==> config.mk <==
export PLATFORM = sky130hd
export DESIGN_NAME = central_pu
export DESIGN_NICKNAME = d
export VERILOG_FILES = /design/src/rtl/central_pu_pkg.sv /design/src/rtl/central_pu_alu.sv /design/src/rtl/central_pu_mem.sv /design/src/rtl/central_pu.sv
export SDC_FILE = /design/constraint.sdc
export NUM_CORES = 1
export LEC_CHECK = 0
export ABC_AREA = 1
export CAP_MARGIN = 20
export CORE_MARGIN = 2
export CORE_UTILIZATION = 36
export CTS_CLUSTER_SIZE = 12
export DETAILED_ROUTE_END_ITERATION = 6
export GPL_TIMING_DRIVEN = 0
export HOLD_SLACK_MARGIN = 0.03
export PLACE_DENSITY = 0.58
export SLEW_MARGIN = 20
export SYNTH_ARGS = -nofsm -noshare
export SYNTH_HDL_FRONTEND = slang
export SYNTH_HIERARCHICAL = 1
export SYNTH_SLANG_ARGS = --single-unit
export TNS_END_PERCENT = 5
==> constraint.sdc <==
create_clock -name clk -period 8.15 [get_ports clk]
set_input_delay 1.2225 -clock clk [delete_from_list [all_inputs] [get_ports clk]]
set_output_delay 1.2225 -clock clk [all_outputs]
set_load 0.1 [all_outputs]
==> src/rtl/central_pu_pkg.sv <==
// ----------------------------------------------------------------------------
// central_pu_pkg
//   Shared constants for the centralPU accumulator CPU: word/field widths,
//   instruction field positions, opcode values, the FSM state type and two
//   small decode helpers used by the core and its ALU.
//   No ports (package).
// ----------------------------------------------------------------------------
package central_pu_pkg;

    localparam int INSTR_SIZE   = 12;
    localparam int DATA_SIZE    = 8;
    localparam int OPCODE_SIZE  = 4;
    localparam int ADDR_SIZE    = 5;
    localparam int PROGRAM_SIZE = 16;
    localparam int MEM_DEPTH    = 2 ** ADDR_SIZE;

    // Instruction layout: opcode in the top bits, operand below it.
    localparam int OPERAND_W   = INSTR_SIZE - OPCODE_SIZE;
    localparam int OPCODE_MSB  = INSTR_SIZE - 1;
    localparam int OPCODE_LSB  = INSTR_SIZE - OPCODE_SIZE;
    localparam int OPERAND_MSB = OPERAND_W - 1;
    localparam int OPERAND_LSB = 0;

    // First PC value outside the program region.
    localparam logic [DATA_SIZE-1:0] PROGRAM_LIMIT = DATA_SIZE'(PROGRAM_SIZE);

    localparam logic [OPCODE_SIZE-1:0] OP_NOP  = 4'h0;
    localparam logic [OPCODE_SIZE-1:0] OP_LD   = 4'h1;
    localparam logic [OPCODE_SIZE-1:0] OP_ADD  = 4'h2;
    localparam logic [OPCODE_SIZE-1:0] OP_SUB  = 4'h3;
    localparam logic [OPCODE_SIZE-1:0] OP_AND  = 4'h4;
    localparam logic [OPCODE_SIZE-1:0] OP_OR   = 4'h5;
    localparam logic [OPCODE_SIZE-1:0] OP_XOR  = 4'h6;
    localparam logic [OPCODE_SIZE-1:0] OP_NOT  = 4'h7;
    localparam logic [OPCODE_SIZE-1:0] OP_SHL  = 4'h8;
    localparam logic [OPCODE_SIZE-1:0] OP_SHR  = 4'h9;
    localparam logic [OPCODE_SIZE-1:0] OP_ADDI = 4'hA;
    localparam logic [OPCODE_SIZE-1:0] OP_LDI  = 4'hB;
    localparam logic [OPCODE_SIZE-1:0] OP_ST   = 4'hC;
    localparam logic [OPCODE_SIZE-1:0] OP_JMP  = 4'hD;
    localparam logic [OPCODE_SIZE-1:0] OP_BRN  = 4'hE;
    localparam logic [OPCODE_SIZE-1:0] OP_BRZ  = 4'hF;

    // One-hot so that each state bit is directly a phase flag.
    typedef enum logic [1:0] {
        ST_FETCH   = 2'b01,
        ST_EXECUTE = 2'b10
    } cpu_state_t;

    // Opcodes LD..LDI are exactly the ones that update the accumulator.
    function automatic logic writes_acc(input logic [OPCODE_SIZE-1:0] op);
        return (op >= OP_LD) && (op <= OP_LDI);
    endfunction

    function automatic logic [DATA_SIZE-1:0] sext_operand(input logic [OPERAND_W-1:0] operand);
        return DATA_SIZE'($signed(operand));
    endfunction

endpackage

==> src/rtl/central_pu_alu.sv <==
// ----------------------------------------------------------------------------
// central_pu_alu
//   Accumulator register plus the opcode-driven ALU. The accumulator is only
//   written during EXECUTE of an acc-writing opcode (we_alu).
// Ports:
//   clk         in   clock
//   rst         in   synchronous active-high reset (clears acc)
//   i_execute   in   core is in its EXECUTE phase
//   i_opcode    in   opcode of the current instruction
//   i_operand   in   operand field (immediate source)
//   i_mem_data  in   low DATA_SIZE bits of mem[a]
//   o_acc       out  accumulator value
// ----------------------------------------------------------------------------
module central_pu_alu
    import central_pu_pkg::*;
(
    input  logic                   clk,
    input  logic                   rst,
    input  logic                   i_execute,
    input  logic [OPCODE_SIZE-1:0] i_opcode,
    input  logic [OPERAND_W-1:0]   i_operand,
    input  logic [DATA_SIZE-1:0]   i_mem_data,
    output logic [DATA_SIZE-1:0]   o_acc
);

    logic                 we_alu;
    logic [DATA_SIZE-1:0] acc;
    logic [DATA_SIZE-1:0] w_imm;
    logic [DATA_SIZE-1:0] w_result;

    assign we_alu = i_execute && writes_acc(i_opcode);
    assign w_imm  = sext_operand(i_operand);
    assign o_acc  = acc;

    always_comb begin
        w_result = acc;
        case (i_opcode)
            OP_LD:   w_result = i_mem_data;
            OP_ADD:  w_result = acc + i_mem_data;
            OP_SUB:  w_result = acc - i_mem_data;
            OP_AND:  w_result = acc & i_mem_data;
            OP_OR:   w_result = acc | i_mem_data;
            OP_XOR:  w_result = acc ^ i_mem_data;
            OP_NOT:  w_result = ~acc;
            OP_SHL:  w_result = acc << 1;
            OP_SHR:  w_result = {acc[DATA_SIZE-1], acc[DATA_SIZE-1:1]};
            OP_ADDI: w_result = acc + w_imm;
            OP_LDI:  w_result = w_imm;
            default: w_result = acc;
        endcase
    end

    always_ff @(posedge clk) begin
        if (rst) begin
            acc <= '0;
        end else if (we_alu) begin
            acc <= w_result;
        end
    end

endmodule

==> src/rtl/central_pu_mem.sv <==
// ----------------------------------------------------------------------------
// central_pu_mem
//   Unified program/data memory, 2**ADDR_SIZE words of INSTR_SIZE bits.
//   Combinational read, synchronous write. Contents are not reset.
// Ports:
//   clk      in   clock
//   i_addr   in   read/write address
//   o_rdata  out  word at i_addr (combinational)
//   i_we     in   write enable, sampled on the rising edge
//   i_wdata  in   word to write
// ----------------------------------------------------------------------------
module central_pu_mem
    import central_pu_pkg::*;
(
    input  logic                  clk,
    input  logic [ADDR_SIZE-1:0]  i_addr,
    output logic [INSTR_SIZE-1:0] o_rdata,
    input  logic                  i_we,
    input  logic [INSTR_SIZE-1:0] i_wdata
);

    logic [INSTR_SIZE-1:0] internal_mem [0:MEM_DEPTH-1];

    assign o_rdata = internal_mem[i_addr];

    always_ff @(posedge clk) begin
        if (i_we) begin
            internal_mem[i_addr] <= i_wdata;
        end
    end

endmodule

==> src/rtl/central_pu.sv <==
// ----------------------------------------------------------------------------
// central_pu
//   Minimal accumulator CPU. Each instruction takes two clocks: FETCH loads
//   ir from mem[progr_count], EXECUTE performs it and updates progr_count.
//   A fetch from outside the program region sets out_of_bounds, which halts
//   the core until reset.
// Ports:
//   clk            in   rising-edge clock
//   rst            in   synchronous reset, active-high
//   out_of_bounds  out  registered, sticky halt flag
// ----------------------------------------------------------------------------
module central_pu
    import central_pu_pkg::*;
(
    input  logic clk,
    input  logic rst,
    output logic out_of_bounds
);

    cpu_state_t            r_state;
    logic                  fetch;
    logic                  execute;
    logic [DATA_SIZE-1:0]  progr_count;
    logic [INSTR_SIZE-1:0] ir;

    logic [OPCODE_SIZE-1:0] w_opcode;
    logic [OPERAND_W-1:0]   w_operand;
    logic [DATA_SIZE-1:0]   w_offset;
    logic [DATA_SIZE-1:0]   w_acc;
    logic [DATA_SIZE-1:0]   w_next_pc;
    logic                   w_take_branch;
    logic [ADDR_SIZE-1:0]   w_mem_addr;
    logic [INSTR_SIZE-1:0]  w_mem_rdata;
    logic                   w_mem_we;
    logic [INSTR_SIZE-1:0]  w_mem_wdata;

    // One-hot state: the phase flags are the state flops themselves.
    assign fetch   = r_state[0];
    assign execute = r_state[1];

    assign w_opcode  = ir[OPCODE_MSB:OPCODE_LSB];
    assign w_operand = ir[OPERAND_MSB:OPERAND_LSB];
    assign w_offset  = sext_operand(w_operand);

    // Single memory port: instruction address while fetching, data address
    // (low operand bits) while executing.
    assign w_mem_addr  = execute ? w_operand[ADDR_SIZE-1:0] : progr_count[ADDR_SIZE-1:0];
    // Reset in the EXECUTE cycle of a store must suppress the write.
    assign w_mem_we    = execute && (w_opcode == OP_ST) && !rst;
    assign w_mem_wdata = {{(INSTR_SIZE-DATA_SIZE){1'b0}}, w_acc};

    always_comb begin
        w_take_branch = 1'b0;
        case (w_opcode)
            OP_JMP:  w_take_branch = 1'b1;
            OP_BRN:  w_take_branch = w_acc[DATA_SIZE-1];
            OP_BRZ:  w_take_branch = (w_acc == '0);
            default: w_take_branch = 1'b0;
        endcase
    end

    // PC arithmetic wraps; a branch below 0 lands high and trips the halt.
    assign w_next_pc = w_take_branch ? (progr_count + w_offset)
                                     : (progr_count + DATA_SIZE'(1));

    always_ff @(posedge clk) begin
        if (rst) begin
            r_state       <= ST_FETCH;
            progr_count   <= '0;
            ir            <= '0;
            out_of_bounds <= 1'b0;
        end else if (!out_of_bounds) begin
            case (r_state)
                ST_FETCH: begin
                    if (progr_count >= PROGRAM_LIMIT) begin
                        out_of_bounds <= 1'b1;
                    end else begin
                        ir      <= w_mem_rdata;
                        r_state <= ST_EXECUTE;
                    end
                end
                ST_EXECUTE: begin
                    progr_count <= w_next_pc;
                    r_state     <= ST_FETCH;
                end
                default: r_state <= ST_FETCH;
            endcase
        end
    end

    central_pu_mem mem0 (
        .clk     (clk),
        .i_addr  (w_mem_addr),
        .o_rdata (w_mem_rdata),
        .i_we    (w_mem_we),
        .i_wdata (w_mem_wdata)
    );

    central_pu_alu alu0 (
        .clk        (clk),
        .rst        (rst),
        .i_execute  (execute),
        .i_opcode   (w_opcode),
        .i_operand  (w_operand),
        .i_mem_data (w_mem_rdata[DATA_SIZE-1:0]),
        .o_acc      (w_acc)
    );

endmodule

After elaboration in Yosys (flattened, before gate mapping)
Memory sizes are Yosys's and may differ from the RTL's. Index checks and enable logic that the tools add are counted.

Bits in registers: 31. RAM bits: 256. Input port bits: 2. Output and inout port bits: 1. Word-level logic and storage cells: 64. Memories kept: 1.

Memories: mem0.internal_mem (words 32, width 8, read ports 1, clocked after Yosys merged registers in 0, wr ports 1, RTL line central_pu_mem.sv:22) `logic [INSTR_SIZE-1:0] internal_mem [0:MEM_DEPTH-1];`.

Add/sub/neg operators: 5. $lt $le $gt $ge: 3. Eq/ne operators: 18. Muxes and demuxes: 11. Bitwise gates (word level): 7. Reductions and logical operators: 13.

Operators with widths (number): case mux 8 bit (11 select lines) (1); == test 4 bit (second input constant) (8); adder 8 bit (3); == test 4 x 3 -> 1 bit (second input constant) (4); nonzero test 11 bit (1); nonzero test 10 bit (1); adder 8 x 1 -> 8 bit (second input constant) (1); AND 8 bit (1); == test 4 x 2 -> 1 bit (second input constant) (2); >= comparator 8 x 5 -> 1 bit (second input constant) (1); logical NOT 8 bit (1); two-way mux 8 bit (1); inverter 8 bit (1); OR 8 bit (1); subtractor 8 bit (1); bitwise XOR 8 bit (1); AND reduction 2 bit (3); AND reduction 3 bit (2); two-way mux 1 bit (5); two-way mux 5 bit (1); == test 4 x 1 -> 1 bit (second input constant) (1); >= comparator 4 x 1 -> 1 bit (second input constant) (1); <= comparator 4 bit (second input constant) (1); logical AND 1 bit (4); 7 further kinds (10).

Longest topological paths before layout
Gate-level depths: netlist of run 1.

Depth after elaboration: 5. Mapped depth: 33. Gate-level depth less buffers: 29.

Hierarchy
Netlist of run 1, hierarchy kept.

By module, submodules not included: central_pu_mem (times used 1, cells an instance 1557, area an instance 16100.4 um^2, sequential area each 11531.1 um^2); central_pu_alu (times used 1, cells an instance 283, area an instance 1691.6 um^2, sequential area each 160.2 um^2); central_pu (times used 1, cells an instance 192, area an instance 1333.8 um^2, sequential area each 460.4 um^2).

Least setup slack after synthesis of run 1
No wires, ideal clock.

Kind: register to register. Start point: reg r_state[1]. End point: reg alu0.acc[3], in the netlist alu0/o_acc[3]. Library setup time: 0.130 ns. Arrival time: 3.540 ns. Data required time: 8.020 ns. Setup slack: 4.480 ns. Cell stages (with the launch flop): 30. Buffers on the path: 4. Clock period less this slack: 3.670 ns. Cells stage by stage: dfxtp_1 > clkbuf_1 > nand2_1 > o21ai_0 > buf_4 > inv_2 > buf_4 > buf_4 > nand2_1 > nand2_1 > nand2_1 > nand2_1 > nand2_1 > nand2_1 > nor2_1 > nand2_1 > inv_1 > ha_1 > nand2_1 > nor3b_1 > a21oi_1 > o21ai_0 > ha_1 > a21oi_1 > nand2_1 > or2_2 > nand3_1 > o211ai_1 > o21ai_1 > a21oi_1.

Longest elaborated chain between the ends: 4. Elaborated cells on any way between the ends: 10. Those cells by class: add/sub (2); mux (2); bitwise (3); reduce/logical (2); memory (1).

Ends and longest elaborated chain: start, declared (RTL line central_pu.sv:20) `cpu_state_t r_state;`; start signal, assigned (RTL line central_pu.sv:68) `r_state <= ST_FETCH;`; start signal, assigned (RTL line central_pu.sv:79) `r_state <= ST_EXECUTE;`; start signal, assigned (RTL line central_pu.sv:84) `r_state <= ST_FETCH;`; two-way mux 5 bit * (RTL line central_pu.sv:47) `assign w_mem_addr = execute ? w_operand[ADDR_SIZE-1:0] : progr_count[ADDR_SIZE-1:0];`; net w_mem_addr[0] (RTL line central_pu.sv:32) `logic [ADDR_SIZE-1:0] w_mem_addr;`; memory (32 x 8 bit) *; net w_mem_rdata[1] (RTL line central_pu.sv:33) `logic [INSTR_SIZE-1:0] w_mem_rdata;`; subtractor 8 bit or adder 8 bit (tied branches) (RTL line central_pu_alu.sv:40, central_pu_alu.sv:39); case mux 8 bit (11 select lines) * (RTL line central_pu_alu.sv:37) `case (i_opcode)`; end signal, assigned (RTL line central_pu_alu.sv:57) `acc <= w_result;`; end, declared (RTL line central_pu_alu.sv:27) `logic [DATA_SIZE-1:0] acc;`.

Mark *: on every way through the listed nets, which the timed path passes. The rest lies on a longest branch. A chain may end at the register's enable or synchronous reset.

Final worst setup path of run 1
Ends and elaborated chain as after synthesis.

==> qor.txt, run 1 <==
Post-CTS setup buffers = 0
Worst-skew pair later-pin latency = 0.58 ns
Rel. slew slack = 25.5%
CP Buf/Inv Count = 5
Period Utilization, post-route = 61.1%
R2r endpoint = alu0/o_acc[3]$_SDFFE_PP0P_
Crit-path max cell delay = 0.43 ns
Starting DRT DRC Count = 1251
Reg2reg start = r_state[1]$_SDFFE_PP0P_
Post-synth EDFFs = 384
CTS resizes = 0
Clk buf depth = 3
Max VDD drop = 0.149 mV
Yosys top cell by area = edfxtp_1
Largest net degree at the start of global routing = 34
Worst clock skew = 0.0118 ns
# Max-Cap Violations = 0
Commonest cells post-synth = nand2_1, edfxtp_1, nor2_1
Hold_buf cts = 0
Drt via density = 4.73
Most common cell in the netlist = nand2_1
Initial DRT Pass Iterations = 6
TritonCTS Sinks = 415
Die width = 234 um
Min-delay src = progr_count[0]$_SDFFE_PP0P_
Post-synthesis sequential area ratio = 63.5%
CORE AREA = 0.0526 mm2
Synth top area share = 60.3%
First-pass GRT wire length = 76900 um
Slowest CP cell = dfxtp_1
FMAX = 201 MHz
Reg2Reg Depth = 28
P_leak = 9.35 nW
WP data arrival = 5.42 ns
Final wirelength = 50600 um
Worst-path clk slew = 0.06 ns
Worst Tran Pin Value = 1.11 ns
Main synth FF type = edfxtp_1
Finished Cell Area = 0.0221 mm2
Yosys warns = 6
Endpoints failing setup = 0
Setup CP Type = reg -> reg
Post-DP HPWL = 35200 um
Antenna fix cells = 0
GR Layer Usage met3 = 3.06%
PortBufs = 2
Area contributors post-synth = edfxtp_1, nand2_1, dfxtp_1
Final nets = 2254
IO Pins = 3
Syn avg cell area = 9.41 um2
DRT antenna net count = 0
RSZ-0062 raised after global routing = no
Number of buffers created by CTS = 45
CP delay by family, top = simple AND/OR/NAND/NOR gates
Initial antenna violation count = 0
RD Place Congestion = 0.875
Post-DP Area = 0.0207 mm2
Layer carrying the most global-route usage = met2
Synth-to-Final Area Change = 15.5%
Gr usage total = 18.7%
Starting Density = 36.4%
TritonCTS clock tree = done
Share of cells above drive strength 1 = 9.07%
Synth Cell Area = 0.0191 mm2
Power after layout = 6.96 mW
Vias in the first global route = 13300
Remaining global-route overflow = 0
Routed vias = 13900
Period minus WS final = 4.98 ns
Status = completed
Drt wl/cell = 17.2 um
Finished Core Util = 42.0%
Type of element launching the critical path = flip-flop
Max H-tree Level = 2
Setup crit end kind = flip-flop
Final slew viol count = 0
Hold path depth = 2
Residual DRC count = 0
Root Buffer = clkbuf_16
R2R setup slack = 3.17 ns
Setup Slack @ Placement = 2.73 ns
Fill cell count = 5097
Setup total negative slack = 0 ns
Worst setup margin = 3.17 ns
Hold Violations, Final = 0
Min-Delay Endpoint = progr_count[0]$_SDFFE_PP0P_
Syn Inst Count = 2032
Row Count = 84
WP data required = 8.59 ns
Most frequent CP cell = nand2_1
Number of synthesized register bits = 415
Met1 GRT Util = 26.2%
Die Y = 234 um
Async set-reset flop share out of synthesis = 0%
Count of different cell masters after synthesis = 45
Hold Path Class = reg -> reg
Met2 Resource Use GR = 29.8%
Power Density = 315 mW/mm2
Die ar. = 0.0550 mm2
Max FO, Critical Path = 10
## power by group
part           internal, mW  total (mW)  switching, mW
registers              2.48        2.60          0.122
clock network          1.06        1.88          0.819
logic                 0.697        2.48           1.78
total                  4.24        6.96           2.72
## worst max-delay path by stage
stage          slack [ns]                            endpoint  cells after the start                    start
3_3_place_gp         2.82  mem0/internal_mem[20][8]$_DFFE_PP_                      7                      rst
4_1_cts              3.19          alu0/o_acc[3]$_SDFFE_PP0P_                     28  r_state[1]$_SDFFE_PP0P_
3_5_place_dp         2.73  mem0/internal_mem[30][4]$_DFFE_PP_                      7                      rst
5_1_grt              2.73          alu0/o_acc[3]$_SDFFE_PP0P_                     28  r_state[1]$_SDFFE_PP0P_
6_report             3.17          alu0/o_acc[3]$_SDFFE_PP0P_                     28  r_state[1]$_SDFFE_PP0P_
2_1_floorplan        4.48          alu0/o_acc[3]$_SDFFE_PP0P_                     29  r_state[1]$_SDFFE_PP0P_
## per-layer routing
metal / vias to the layer above / share of wire [%]
met5: - / 0
met4: 0 / 2.6
met3: 84 / 5.9
met2: 390 / 46
met1: 6551 / 46
li1: 6867 / -
## stage by stage
step	std cells	hold slack (ns)
2_1_floorplan	2159	0.443
3_3_place_gp	2849	0.460
3_5_place_dp	2859	0.471
4_1_cts	2937	0.478
5_1_grt	2937	0.524
6_report	2937	0.474
## cell usage in the layout (no fill, tap or decap), drive strengths merged
cell / instances
o21ai: 42
clkdlybuf4s50: 2
o21a: 1
a221oi: 6
edfxtp: 384
clkinvlp: 2
a211oi: 1
clkinv: 14
a22oi: 2
nand2: 1125
o2111ai: 4
nor3: 12
ha: 32
o22ai: 1
nand3: 34
a31oi: 2
buf: 75
xor2: 3
nor3b: 3
dfxtp: 31
a21oi: 48
nor4: 1
nand4: 5
o211ai: 5
conb: 128
inv: 88
clkbuf: 79
fa: 2
nor2: 109
a21o: 1
or2: 7
## layout make-up
type | instances | area [um2] | share of cell area [%]
inverter | 89 | 334 | 1.51
sequential | 415 | 12200 | 55.1
clock buffer | 63 | 1240 | 5.64
clock inverter | 15 | 82.6 | 0.374
multi-input combinational | 1574 | 6740 | 30.5
timing repair buffer | 12 | 221 | 1.00
buffer | 81 | 444 | 2.01
tap | 688 | 861 | 3.90
## state kept, by name (all words and copies together) (netlist names)
| register | flops |
|---|---|
| mem0/internal_mem | 384 |
| progr_count | 8 |
| out_of_bounds | 1 |
| ir | 12 |
| alu0/o_acc | 8 |
| r_state | 2 |
## cell families after synthesis
| family | Yosys count | share of synthesized area [%] |
|---|---|---|
| flip-flops | 415 | 63.5 |
| other | 1 | 0.0196 |
| AO/OA/AOI/OAI | 113 | 3.40 |
| buffers and inverters | 170 | 4.07 |
| AND/OR/NAND/NOR | 1296 | 26.5 |
| XOR/XNOR | 3 | 0.137 |
| adder cells (fa/ha/maj) | 34 | 2.30 |
## worst reg2reg max path: cells and delay by family, from the launching register on
family / cells / cell delay (ns)
AO/OA/AOI/OAI: 7 / 0.79
flip-flops: 1 / 0.43
adder cells (fa/ha/maj): 2 / 0.55
AND/OR/NAND/NOR: 14 / 1.73
buffers and inverters: 5 / 1.31
No activity file was read; power rests on OpenSTA's default activity.
==> inputs of run 2 (changes only) <==
Settings changed: PLACE_DENSITY 0.58 to 0.6.
Clock period 8.15 ns to 4.1 ns, I/O delays scaled along.
==> run 2 against run 1 <==
The run now ends with setup timing left. Clock skew is 0.0063 ns higher. Non-clock buffer count up 22. Clock power increased by 100%. Global-route usage is 0.093 points lower. Largest power group is now combinational cells.
==> qor.txt, run 2 (synthesis results as in run 1) <==
P_leak = 9.63 nW (+3.0%)
Die ar. = 0.0550 mm2 (unchanged)
Min-delay src = progr_count[0]$_SDFFE_PP0P_
Gr usage total = 18.6% (-0.093 points)
Post-DP HPWL = 34800 um (-1.0%)
Final wirelength = 50300 um (-0.63%)
Clk buf depth = 3 (unchanged)
Power after layout = 14.6 mW (+110%)
Power Density = 642 mW/mm2 (+100%)
WP data arrival = 4.32 ns (-1.10 ns)
Met3 wire length = 2890 um (-3.3%)
Number of buffers created by CTS = 46 (+2.2%)
Worst Tran Pin Value = 1.09 ns (-0.0240 ns)
Largest registers = mem0/internal_mem x384, ir x12
Largest register by flop count = mem0/internal_mem
WP data required = 4.29 ns (-4.30 ns)
Register area = 0.0122 mm2 (about the same)
Commonest non-fill, non-tap cells in the layout = nand2_1, edfxtp_1, conb_1, inv_1, nor2_1
DP Cell Count = 2857 (-0.070%)
Worst clock skew = 0.0181 ns (+0.00631 ns)
Multi-input gate area in the final layout = 0.00692 mm2 (+2.7%)
Setup total negative slack = -0.301 ns (-0.301 ns)
Vias in the first global route = 13400 (+1.4%)
Root Buffer = clkbuf_16
FMAX = 242 MHz
Max FO, Critical Path = 12 (+2)
Worst-path clk slew = 0.06 ns (about the same)
Initial antenna violation count = 0 (unchanged)
Starting Density = 36.4% (unchanged)
Setup Slack @ Placement = -0.799 ns (-3.53 ns)
RSZ-0062 raised after global routing = yes
DRT antenna net count = 0 (unchanged)
Rel. slew slack = 27.1% (+1.6 points)
Max reg flops = 384 (unchanged)
First-pass GRT wire length = 76800 um (-0.17%)
Remaining global-route overflow = 0 (unchanged)
Initial DRT Pass Iterations = 6 (unchanged)
Leading cell type in the layout, fill and taps excluded = nand2_1
Finished Core Util = 43.2% (+1.2 points)
TritonCTS clock tree = done
Metal2 WL = 23100 um (-0.13%)
Endpoints failing setup = 12 (+12)
Starting DRT DRC Count = 1248 (-0.24%)
Drt via density = 4.73 (about the same)
Row Count = 84 (unchanged)
First element of the critical path = rst
Post-route insts no fill = 2963 (+0.89%)
Top Metal Used = met4
Reg2reg start = r_state[1]$_SDFFE_PP0P_
Synth-to-Final Area Change = 18.8%
Final nets = 2277 (+1.0%)
Residual DRC count = 0 (unchanged)
Status = finished, violations left
Antenna fix cells = 0 (unchanged)
Period minus WS final = 4.13 ns
Period Utilization, post-route = 101%
# Max-Cap Violations = 0 (unchanged)
Die Y = 234 um (unchanged)
Drt wl/cell = 17.0 um (-1.5%)
Setup CP Type = in -> reg
Die width = 234 um (unchanged)
Fill cell count = 5047 (-0.98%)
IO Pins = 3 (unchanged)
Largest net degree at the start of global routing = 34 (unchanged)
Hold Violations, Final = 0 (unchanged)
WL met1 = 22500 um (-2.7%)
Max H-tree Level = 2 (unchanged)
RD Place Congestion = 0.928 (+6.2%)
Hold Path Class = reg -> reg
CORE AREA = 0.0526 mm2 (unchanged)
Share of cells above drive strength 1 = 12.9% (+3.8 points)
Final slew viol count = 0 (unchanged)
Max VDD drop = 0.305 mV (+100%)
Failing checks = setup timing
Worst setup margin = -0.0267 ns (-3.20 ns)
PortBufs = 2 (unchanged)
R2R setup slack = 0.13 ns (-3.04 ns)
Routed vias = 14000 (+0.85%)
Setup crit end kind = flip-flop
Worst-skew pair later-pin latency = 0.58 ns (about the same)
TritonCTS Sinks = 415 (unchanged)
Type of element launching the critical path = primary input
run 2: metrics by stage:
stage	area, um2	hold slack [ns]
floorplan	19600	0.443
global placement	20500	0.458
detailed placement	20700	0.472
CTS	22200	0.488
global route	22700	0.532
finish	22700	0.505
run 2: cell type report:
class	count	area share, %
inverters	89	1.53
multi-input cells	1574	30.4
plain buffers	80	2.86
repair buffers	35	1.78
flip-flops and latches	415	53.6
clock inverters	17	0.374
well taps	688	3.79
clock buffers	65	5.67
run 2: repair_timing:
item / CTS / global route
gates resized for setup: 43 / 125
hold endpoints to repair: 0 / 0
buffers inserted: 8 / 15
hold buffers: 0 / 0
setup endpoints to repair: 134 / 132
pin swaps: 4 / 20
run 2: report_power, final:
group	leakage (nW)	internal (mW)	switching [mW]	total, mW
registers	3.77	4.94	0.259	5.20
clock network	0.673	2.18	1.64	3.82
logic	5.18	1.84	3.74	5.58
run 2: path summary, 6_finish.rpt:
path,end,cells past startpoint
setup reg to reg,alu0/o_acc[7]$_SDFFE_PP0P_,32
hold / removal,progr_count[0]$_SDFFE_PP0P_,2
setup / recovery,mem0/internal_mem[1][6]$_DFFE_PP_,7
hold reg to reg,progr_count[0]$_SDFFE_PP0P_,2
run 2: layer usage:
layer	GRT usage (%)	up-vias
li1	-	6920
met1	25.2	6635
met2	29.7	361
met3	3.31	94
met4	7.23	0
met5	0	-
run 2: worst max-delay path: stages:
cell,delay (ns)
clkdlybuf4s50_1,0.55
inv_1,0.12
clkbuf_1,0.35
nand3_1,0.14
nor3_1,0.61
nand3_1,0.81
nor2_1,1.11
==> patch 1: new RTL, flow settings as in run 1 <==
`ADDR_SIZE`: 5 -> 4.
--- a/src/rtl/central_pu_pkg.sv
+++ b/src/rtl/central_pu_pkg.sv
@@ -10,7 +10,7 @@
     localparam int INSTR_SIZE   = 12;
     localparam int DATA_SIZE    = 8;
     localparam int OPCODE_SIZE  = 4;
-    localparam int ADDR_SIZE    = 5;
+    localparam int ADDR_SIZE    = 4;
     localparam int PROGRAM_SIZE = 16;
     localparam int MEM_DEPTH    = 2 ** ADDR_SIZE;
 
Check against the original RTL: no difference found for any inputs over 10 cycles, from zero or initial values and one cycle with rst high; that may be too few to reach the edited logic, so the function may still have changed.
==> patch 1 against run 1 <==
  * Synthesized area shrank 42%
  * Routed wire length shrank 44%
  * Clock skew increased by 0.023 ns
  * Power fell by 40%
  * Worst setup slack better by 0.19 ns
  * Sequential cell count decreased by 192
  * Clock power fell by 43%
  * Design area is 43% lower
  * Largest cell class unchanged
  * Highest routed layer unchanged
==> patch 1: results (changes against run 1) <==
outcome completed; Clock Latency Late Sink 0.54 ns (-0.04 ns); DR iter-0 viols 764 (-39%); Synth Instances 1268 (-38%); post-synthesis sequential area ratio 0.5760 (-0.05935); Final nets 1400 (-38%); fin cells 1780 (-39%); WP data arrival 5.17 ns (-0.25 ns); share of cells above drive strength 1 0.07803 (-0.01267); post-DR vias/cell 4.719 (-0.24%); r2r worst-path depth 23 (-18%); Lkg Pwr 5.519 nW (-41%); WL final 28410 microns (-44%); CTS Buf Count 26 (-42%); dpl hpwl 19520 microns (-45%); ranking of synthesized cells by area edfxtp_1, nand2_1, dfxtp_1; cell count after placement 1730 (-39%); global placement routability congestion 0.8907 (+1.8%); H-tree Lvls 1 (-1); post-synth cell types 41 (-8.9%); Compound-Gate Fraction of Synth Area 0.06105 (+0.02704); Fillers 3030 (-41%); vias in the first global route 8274 (-38%); first-pass GRT wire length 45310 microns (-41%); Final Skew 0.03439 ns (+0.02262 ns); Post-synth EDFFs 192 (-50%); pin count of the biggest net entering global routing 26 (-24%)
## patch 1: cell types whose count changed in the layout (fill, tap and decap cells not counted), moves of 18 or more
cell / run 1 / this run
buf_2: 37 / 19
clkbuf_16: 46 / 26
conb_1: 128 / 64
edfxtp_1: 384 / 192
inv_1: 75 / 97
nand2_1: 1118 / 613
nor2_1: 77 / 59
nor2_2: 30 / 11
## patch 1: kinds of logic (layout without fill, tap and decap cells)
family | Yosys count | in the layout
flip-flops | 223 | 223
XOR/XNOR | 3 | 3
other | 1 | 64
buffers and inverters | 152 | 205
AND/OR/NAND/NOR | 741 | 741
adder cells (fa/ha/maj) | 34 | 34
AO/OA/AOI/OAI | 114 | 114
## patch 1: stage by stage
stage                       util  area, sq um  hold WS (ns)  power (mW)
final                     0.4170        12690        0.4788       4.157
after global routing      0.4170        12690        0.5183       4.448
after CTS                 0.4159        12660        0.4798       4.164
after detailed placement  0.3896        11860        0.4719       3.073
after global placement    0.3891        11840        0.4590       3.044
after floorplan                -        11320        0.4437       2.544
## patch 1: layout make-up
cell class                      instances  area share
Clock inverter                         15    0.008875
Multi-Input combinational cell        956      0.3386
Clock buffer                           33     0.05414
Sequential cell                       223      0.5035
Timing Repair Buffer                    5    0.003353
Inverter                              107     0.03225
Tap cell                              396     0.03905
Buffer                                 45     0.02021
## patch 1: report_power, final
part | switching (mW) | total [mW] | internal [mW]
sequential | 0.157 | 1.50 | 1.34
clock | 0.454 | 1.08 | 0.629
combinational | 1.11 | 1.57 | 0.467
## patch 1: path summary, 6_finish.rpt
path                                  endpoint  slack, ns
worst min-delay path            progr_count[0]       0.48
worst max register to register   alu0/o_acc[3]       3.36
worst min register to register  progr_count[0]       0.48
worst max-delay path             alu0/o_acc[3]       3.36
## patch 1: routing by layer
| layer | GRT usage | vias to the layer above | routed length, microns |
|---|---|---|---|
| met5 | 0 | - | 0 |
| met3 | 0.02573 | 37 | 1331 |
| met4 | 0.04780 | 0 | 705 |
| met2 | 0.2903 | 184 | 13190 |
| met1 | 0.2461 | 3936 | 13180 |
| li1 | - | 4242 | - |
## patch 1: worst max-delay path, stage by stage (launching register included)
cell      delay, ns
dfxtp_1        0.33
buf_6          0.14
o21ai_0        0.62
nand2_1        0.33
inv_1          0.17
clkbuf_1       0.32
nand2_1        0.10
nand2_1        0.08
inv_1          0.04
nand2_1        0.28
inv_1          0.17
ha_1           0.23
nand2_1        0.13
nor3b_1        0.20
a21oi_1        0.06
o21ai_0        0.10
ha_1           0.31
a21oi_1        0.17
nand2_1        0.13
or2_2          0.29
nand3_1        0.07
o211ai_1       0.11
o21ai_0        0.17
a21oi_1        0.08
==> patch 2: new RTL, settings of run 1 <==
Made on the original files. Remove the case item `OP_SUB` of the case on `i_opcode`.
--- a/src/rtl/central_pu_alu.sv
+++ b/src/rtl/central_pu_alu.sv
@@ -37,7 +37,6 @@
         case (i_opcode)
             OP_LD:   w_result = i_mem_data;
             OP_ADD:  w_result = acc + i_mem_data;
-            OP_SUB:  w_result = acc - i_mem_data;
             OP_AND:  w_result = acc & i_mem_data;
             OP_OR:   w_result = acc | i_mem_data;
             OP_XOR:  w_result = acc ^ i_mem_data;
Function: no difference found for any inputs over 10 cycles, from zero or initial values and one cycle with rst high; that may be too few to reach the edited logic, so the function may still have changed.
==> patch 2 against run 1 <==
  * Die area is 0.68% lower
  * Synthesized area is 0.69% lower
  * Design area is 0.52% lower
  * Routed wire length is 2.7% lower
  * Power is 3.4% lower
  * First-iteration DRC count is 7.4% lower
  * Sequential cell count stayed put
  * Clock skew is 0.0073 ns higher
  * Worst setup slack better by 0.51 ns
==> patch 2: results (changes against run 1) <==
r2r worst-path depth 20 (-29%); DRT Pass-1 Iters 5 (-1); outcome completed; fraction of area in multi-input gates 0.3006 (-0.004343); Max stage delay on crit path 0.78 ns (+0.35 ns); WP data arrival 4.89 ns (-0.53 ns); multi-input gates 1570 (-0.25%); GRT Overall Usage 0.1832 (-0.003593); nonclk buf count 94 (+1.1%); cell count after placement 2848 (-0.38%); post-DR vias/cell 4.639 (-1.9%); fin cells 2934 (-0.10%); Final Skew 0.01911 ns (+0.007340 ns); Non-clock buffers, area share 0.02938 (-0.0007550); global placement routability congestion 0.8823 (+0.88%); vias in the first global route 13070 (-1.4%); Compound-Gate Fraction of Synth Area 0.02767 (-0.006350); fraction of area in registers 0.5535 (+0.002852); ranking of synthesized cells by area edfxtp_1, nand2_1, dfxtp_1; ClkCell Share 0.06293 (+0.002817); clock buffers 67 (+6.3%); worst reg2reg path endpoint alu0/o_acc[6]; share of cells above drive strength 1 0.08905 (-0.001660); dpl hpwl 33900 microns (-3.6%); pin count of the biggest net entering global routing 38 (+12%); post-synth cell types 36 (-20%); post-synthesis sequential area ratio 0.6398 (+0.004437); Post-Synth Adder-Cell Area 0.02253 (-0.0004980); Lkg Pwr 9.349 nW (about the same); first-pass GRT wire length 75600 microns (-1.8%); FFs & Latches 415 (unchanged); Final nets 2245 (-0.40%)
-- patch 2: cell count changes after synthesis, moves of 4 or more --
| cell | run 1 | this run |
|---|---|---|
| nand2_1 | 1118 | 1136 |
| o2111ai_1 | 4 | 0 |
| a21oi_1 | 45 | 41 |
| a221oi_1 | 6 | 0 |
-- patch 2: metal layers --
metal	GRT usage	up-vias	share of wire
met5	0	-	0
met4	0.05558	0	0.027
met3	0.03076	74	0.060
met2	0.2994	358	0.47
met1	0.2492	6388	0.45
li1	-	6792	-
-- patch 2: through the flow --
stage / cell area [sq um] / hold slack, ns
2_1_floorplan: 19470 / 0.4434
3_3_place_gp: 20350 / 0.4567
3_5_place_dp: 20510 / 0.4774
4_1_cts: 21900 / 0.4863
5_1_grt: 21970 / 0.5093
6_report: 21970 / 0.4821
-- patch 2: power by group --
group          internal, mW  switching, mW
registers              2.45          0.106
logic                 0.635           1.61
clock network          1.11          0.816
total                  4.20           2.53
